===== config.mk =====
export PLATFORM = sky130hd
export DESIGN_NAME = rua_boot_loader
export DESIGN_NICKNAME = d
export VERILOG_FILES = /design/src/rtl/rua_boot_pkg.sv /design/src/rtl/rua_boot_loader.sv
export SDC_FILE = /design/constraint.sdc
export NUM_CORES = 1
export LEC_CHECK = 0
export BUFFER_PORTS_ARGS = -buffer_cell sky130_fd_sc_hd__buf_2
export CORE_AREA = 10 10 124 126
export CTS_CLUSTER_DIAMETER = 120
export DETAILED_ROUTE_END_ITERATION = 6
export DIE_AREA = 0 0 134 136
export GPL_ROUTABILITY_DRIVEN = 0
export GPL_TIMING_DRIVEN = 0
export PLACE_DENSITY_LB_ADDON = 0.1
export SKIP_LAST_GASP = 1
export SYNTH_ARGS = -nofsm -noshare
export SYNTH_HDL_FRONTEND = slang
export SYNTH_SLANG_ARGS = --single-unit

===== constraint.sdc =====
create_clock -name clk -period 5.6 [get_ports clk]
set_input_delay 0.56 -clock clk [delete_from_list [all_inputs] [get_ports clk]]
set_output_delay 0.56 -clock clk [all_outputs]
set_load 0.1 [all_outputs]

===== src/rtl/rua_boot_pkg.sv =====
// Shared encodings for the rua boot loader.
package rua_boot_pkg;

  // Loader FSM states; encoding is fixed so it can be observed from outside.
  typedef enum logic [2:0] {
    StHdr  = 3'd0,
    StData = 3'd1,
    StSum  = 3'd2,
    StRun  = 3'd3,
    StErr  = 3'd4
  } state_e;

  localparam int unsigned HDR_BYTES = 4;
  localparam int unsigned SUM_W     = 8;

endpackage


===== src/rtl/rua_boot_loader.sv =====
// Boot loader: receives a framed image (LEN, payload, checksum) over a valid/ready byte stream,
// writes the payload into byte RAM and releases the core only after a good checksum.
module rua_boot_loader
  import rua_boot_pkg::*;
#(
  parameter int unsigned MEM_BYTES = 5300,
  parameter int unsigned ADDR_W    = 13
) (
  input  logic              clk,
  input  logic              rst,
  input  logic              in_valid,
  input  logic [7:0]        in_data,
  output logic              in_ready,
  output logic              ram_we,
  output logic [ADDR_W-1:0] ram_addr,
  output logic [7:0]        ram_wdata,
  output logic              core_rst,
  output logic              done,
  output logic              error
);

  localparam int unsigned HdrCntW = $clog2(HDR_BYTES);
  localparam logic [HdrCntW-1:0] LastHdr = HdrCntW'(HDR_BYTES - 1);

  state_e             state_q, state_d;
  logic [31:0]        hdr_q, hdr_d;
  logic [HdrCntW-1:0] hdr_cnt_q, hdr_cnt_d;
  logic [31:0]        len_q, len_d;
  logic [31:0]        cnt_q, cnt_d;
  logic [SUM_W-1:0]   sum_q, sum_d;
  logic               ram_we_q, ram_we_d;
  logic [ADDR_W-1:0]  ram_addr_q, ram_addr_d;
  logic [7:0]         ram_wdata_q, ram_wdata_d;

  // Header arrives little-endian: new bytes enter at the top and shift down.
  logic [31:0] len_in;
  assign len_in = {in_data, hdr_q[31:8]};

  assign ram_we    = ram_we_q;
  assign ram_addr  = ram_addr_q;
  assign ram_wdata = ram_wdata_q;

  // State and datapath registers with synchronous reset.
  always_ff @(posedge clk) begin
    if (rst) begin
      state_q     <= StHdr;
      hdr_q       <= '0;
      hdr_cnt_q   <= '0;
      len_q       <= '0;
      cnt_q       <= '0;
      sum_q       <= '0;
      ram_we_q    <= 1'b0;
      ram_addr_q  <= '0;
      ram_wdata_q <= '0;
    end else begin
      state_q     <= state_d;
      hdr_q       <= hdr_d;
      hdr_cnt_q   <= hdr_cnt_d;
      len_q       <= len_d;
      cnt_q       <= cnt_d;
      sum_q       <= sum_d;
      ram_we_q    <= ram_we_d;
      ram_addr_q  <= ram_addr_d;
      ram_wdata_q <= ram_wdata_d;
    end
  end

  // Next-state, datapath updates and state-decoded outputs.
  always_comb begin
    state_d     = state_q;
    hdr_d       = hdr_q;
    hdr_cnt_d   = hdr_cnt_q;
    len_d       = len_q;
    cnt_d       = cnt_q;
    sum_d       = sum_q;
    ram_we_d    = 1'b0;
    ram_addr_d  = ram_addr_q;
    ram_wdata_d = ram_wdata_q;
    in_ready    = 1'b0;
    core_rst    = 1'b1;
    done        = 1'b0;
    error       = 1'b0;

    unique case (state_q)
      StHdr: begin
        in_ready = 1'b1;
        if (in_valid) begin
          hdr_d     = len_in;
          hdr_cnt_d = hdr_cnt_q + 1'b1;
          if (hdr_cnt_q == LastHdr) begin
            hdr_cnt_d = '0;
            len_d     = len_in;
            cnt_d     = '0;
            sum_d     = '0;
            // Full 32-bit compare so oversized lengths can never wrap into range.
            if (len_in > MEM_BYTES) begin
              state_d = StErr;
            end else if (len_in == 32'd0) begin
              state_d = StSum;
            end else begin
              state_d = StData;
            end
          end
        end
      end
      StData: begin
        in_ready = 1'b1;
        if (in_valid) begin
          ram_we_d    = 1'b1;
          ram_addr_d  = cnt_q[ADDR_W-1:0];
          ram_wdata_d = in_data;
          sum_d       = sum_q + in_data;
          cnt_d       = cnt_q + 32'd1;
          if (cnt_q == len_q - 32'd1) begin
            state_d = StSum;
          end
        end
      end
      StSum: begin
        in_ready = 1'b1;
        if (in_valid) begin
          state_d = (in_data == sum_q) ? StRun : StErr;
        end
      end
      StRun: begin
        core_rst = 1'b0;
        done     = 1'b1;
      end
      StErr: begin
        error = 1'b1;
      end
      default: begin
        state_d = StErr;
      end
    endcase
  end

endmodule


# After elaboration in Yosys (flattened, before gate mapping)
# Index checks and enable logic that the tools add are counted.
dict set report classes {
  add_sub_neg 4
  n_lt_le_gt_ge 1
  n_eq_ne 12
  mux 23
  bitwise 2
  n_reduce_logical 11
}
# op n
set op_table {}
lappend op_table {{$mux W32} 3}
lappend op_table {{$pmux W32 S2} 1}
lappend op_table {{$add A32 B1 Y32 const B} 1}
lappend op_table {{$eq A32 B32 Y1} 1}
lappend op_table {{$gt A32 B13 Y1 const B} 1}
lappend op_table {{$logic_not A32 Y1} 1}
lappend op_table {{$sub A32 B1 Y32 const B} 1}
lappend op_table {{$mux W8} 3}
lappend op_table {{$mux W3} 7}
lappend op_table {{$pmux W8 S2} 1}
lappend op_table {{$pmux W3 S4} 1}
lappend op_table {{$ne A2 B2 Y1 const B} 5}
lappend op_table {{$add A8 B8 Y8} 1}
lappend op_table {{$eq A8 B8 Y1} 1}
lappend op_table {{$eq A3 B2 Y1 const B} 2}
lappend op_table {{$reduce_and A6 Y1} 1}
lappend op_table {{$mux W1} 5}
lappend op_table {{$mux W2} 2}
lappend op_table {{$reduce_and A2 Y1} 2}
lappend op_table {{$reduce_and A4 Y1} 1}
lappend op_table {{$reduce_or A2 Y1} 2}
lappend op_table {{$eq A3 B1 Y1 const B} 1}
lappend op_table {{$eq A3 B3 Y1 const B} 1}
lappend op_table {{$logic_not A3 Y1} 1}
lappend op_table {{6 further kinds} 7}
dict set report totals {
  register_bits 131
  wordCells 62
}

# Longest topological paths before layout
dict set report logic_depth {
  word_depth 6
  depth_mapped 11
  depth_no_buf 10
}

# Worst setup path after synthesis
# OpenSTA, ideal clock, no wires.
dict set report synth_path {
  path_type {flip-flop to output port}
  start {register state_q[0]}
  end {output error}
  t_arrival_ps 2632
  required_time_ps 5040
  setup_slack_ps 2408
  path_stages_with_launch 3
  path_buffers 1
  cell_sequence {dfxtp_1 -> clkbuf_1 -> nor3_1}
}
dict set report synth_between {
  elab_chain_len 2
}
# item line_no
set synth_lines {}
lappend synth_lines {{start: declaration} rua_boot_loader.sv:25} ;# state_e state_q, state_d;
lappend synth_lines {{start signal: assignment} rua_boot_loader.sv:46} ;# state_q <= StHdr;
lappend synth_lines {{start signal: assignment} rua_boot_loader.sv:56} ;# state_q <= state_d;
lappend synth_lines {{$eq A3 B3 Y1} rua_boot_loader.sv:84} ;# unique case (state_q)
lappend synth_lines {{$mux W1} rua_boot_loader.sv:84}
lappend synth_lines {{end: declaration} rua_boot_loader.sv:19} ;# output logic error
# No other way between the ends.

# Final worst setup path
dict set report layout_path {
  start {register len_q[0]}
  end {register state_q[0]}
}
dict set report layout_between {
  elab_chain_len 4
}
# item line_no
set layout_lines {}
lappend layout_lines {{start: declaration} rua_boot_loader.sv:28} ;# logic [31:0] len_q, len_d;
lappend layout_lines {{start signal: assignment} rua_boot_loader.sv:59} ;# len_q <= len_d;
lappend layout_lines {{$sub A32 B1 Y32} rua_boot_loader.sv:114} ;# if (cnt_q == len_q - 32'd1) begin
lappend layout_lines {{$eq A32 B32 Y1} rua_boot_loader.sv:114}
lappend layout_lines {{$ne A2 B2 Y1 (no source line)} -}
lappend layout_lines {{$reduce_and A6 Y1 (no source line)} -}
# No other way between the ends.
# A chain may end at the register's enable or synchronous reset.

==> run summary <==
Final hold viol count: 0
Setup TNS: 0 ps
Mapped Area: 0.00638 mm²
Net Count, Synth: 847
Reg2reg start: len_q[0]
Final Core Density: 56.9%
Post-Route WL: 17.9 mm
Critical path arrival: 3570 ps
Area grow syn2layout: 15.8%
Vias: 6,098
Global route overflow: 0
Die X: 134 µm
Worst-margin pin slew: 685 ps
RR Endpoint: state_q[0]
YS warnings: 0
Final Cell Area: 0.00738 mm²
DRT antenna net count: 0
Initial DRC count: 540
Share of layout cells above drive strength 1: 9.75%
Ys flop type: dfxtp_1
Status: finished clean
Hold path cells: 2
Crit end category: register
Fin crit share: 58.8%
Setup ws final: 2310 ps
CTS root buf: clkbuf_16
Minimum clock period: 3290 ps
Finished Layout Cells: 1,068
Worst reg-to-reg path cell count: 10
Vertical die dimension: 136 µm
Final HPWL DP: 13.5 mm
Initial antenna violation count: 0
DRC Markers: 0
Max VDD drop: 0.000256 V
Later-pin clock latency in the skew report: 420 ps
Hold Path End: ram_addr[10]
Power Dens Cells: 331 mW/mm²
Synthesized area per cell: 7.73 µm²
Die area: 0.0182 mm²
Lkg Pwr: 2.76 nW
Cts hold-fix bufs: 0
Async S/R FF share, synth: 0%
Overall Global Routing Usage: 19.9%
Antenna cells: 0
Post-Place Cell Area: 0.00677 mm²
Vias/cell: 5.71
Clock Sinks: 123
First-pass GRT wire length: 29.3 mm
CTS Buffer Depth: 2
Worst hold path startpoint: ram_addr[10]
Row count: 42
Max Freq: 304 MHz
Hold crit path type: reg2reg
Postcts setup bufs: 0
Max-slew headroom: 54.0%
Vias in the first global route: 5,776
Endpoints failing setup: 0
CP required: 5870 ps
Cell count after synthesis: 825
Flops & latches, synth: 123
WS Path Type: reg2reg
DR WL/cell: 16.7 µm
RSZ-0062 raised after global routing: no
Worst setup SP type: register
Register area share after synthesis: 38.6%
Most frequent cells in the layout: nand2_1, dfxtp_1, a21oi_1
Leading cell type in the layout, fill and taps excluded: nand2_1
Pins over their slew limit: 0
MaxCap Viol Count: 0
Post-layout power: 2.44 mW
Post-placement worst setup slack: 2410 ps
Post-synth EDFFs: 0
Worst Skew: 6.72 ps
Port buffer count: 35
Initial Util: 49.1%
# IOs: 37
Crit Path Max Fanout: 6
Htree depth: 4
CTS Buf Count: 17
CTS clock-pin slew for the worst setup and hold paths: 60 ps
Dpl cells: 1,036
Fillcell total: 1,247
Nets: 901
Post-cts sizing count: 0
CTS tree: yes
Hold_ws: 450 ps
Yosys cell types: 64
Reg2Reg Setup Slack: 2310 ps
Largest net degree at the start of global routing: 17
TritonRoute pass-1 iters: 7
Core area: 0.0130 mm²
==> layout make-up <==
| type | count | area, µm² | area share, % |
|---|---|---|---|
| plain buffers | 48 | 223 | 3.02 |
| inverters | 12 | 45.0 | 0.610 |
| multi-input cells | 642 | 3650 | 49.4 |
| well taps | 176 | 220 | 2.98 |
| repair buffers | 35 | 175 | 2.37 |
| flip-flops and latches | 123 | 2460 | 33.4 |
| clock buffers | 18 | 439 | 5.95 |
| clock inverters | 14 | 170 | 2.31 |
==> worst max-delay path by stage <==
stage,from,to,cells past startpoint
5_1_grt,len_q[0],state_q[0],10
3_3_place_gp,len_q[0],state_q[0],10
6_report,len_q[0],state_q[0],10
3_5_place_dp,len_q[0],state_q[0],10
4_1_cts,len_q[0],state_q[0],10
2_1_floorplan,state_q[0],error,2
==> worst max-delay path, cell delays in order (launching register included) <==
cell and delay (ps):
dfxtp_1 400, inv_1 100, ha_1 200, nor3b_1 420
nand2_1 200, or4_1 530, a211oi_1 280, nor4bb_1 330
nand4_1 160, o31ai_1 400, a211oi_1 130
==> cells in the mapped netlist (all sizes together), types with 2 or more instances <==
master    n  share of area [%]
ha       10                2.0
o31ai     4               0.47
dfxtp   123                 39
nand4    19                1.9
nor2     66                3.9
a31oi     8               0.78
buf       9                1.2
nand3    19                1.5
or3      10               0.98
o31a      2               0.27
nor4     24                3.2
o21a      3               0.35
o41ai     2               0.39
inv      12               0.71
clkbuf   39                2.3
and3     10                1.0
or4       7               0.88
a311oi    4               0.55
and4      3               0.41
nor3     22                1.8
a22oi     4               0.47
nand3b    3               0.35
nor4bb    2               0.31
a21o      5               0.59
nand2b    5               0.49
a21boi    2               0.29
o21ai    10               0.78
a21oi   101                7.9
xor2     38                5.2
and2      3               0.29
nor2b     6               0.59
xnor2    35                4.8
a211oi    6               0.78
nand2   190                 11
==> flip-flops by register name (all words and copies together), names as in the netlist <==
name       flops
ram_wdata      8
sum_q          8
ram_addr      13
hdr_cnt_q      2
cnt_q         32
state_q        3
hdr_q         24
ram_we         1
len_q         32
==> layer usage <==
| metal | global-route usage, % | vias to the layer above | part of all wire (%) |
|---|---|---|---|
| met4 | 9.61 | 0 | 3.6 |
| met5 | 0 | - | 0 |
| met3 | 4.80 | 48 | 6.7 |
| met2 | 31.2 | 238 | 45 |
| li1 | - | 2979 | - |
| met1 | 25.2 | 2833 | 45 |
==> power by group <==
part,internal (mW),switching [mW]
Clock,0.712,0.412
Sequential,0.912,0.0426
Combinational,0.0962,0.266
==> cells by family after synthesis <==
group                      synth area share, %
xor gates and xnor gates                  10.0
AOI/OAI and AO/OA                         15.4
and+or+nand+nor                           29.5
buffers and inverters                     4.20
DFF                                       38.6
adders and majority gates                 2.28
(Power assumes the default switching activity.)
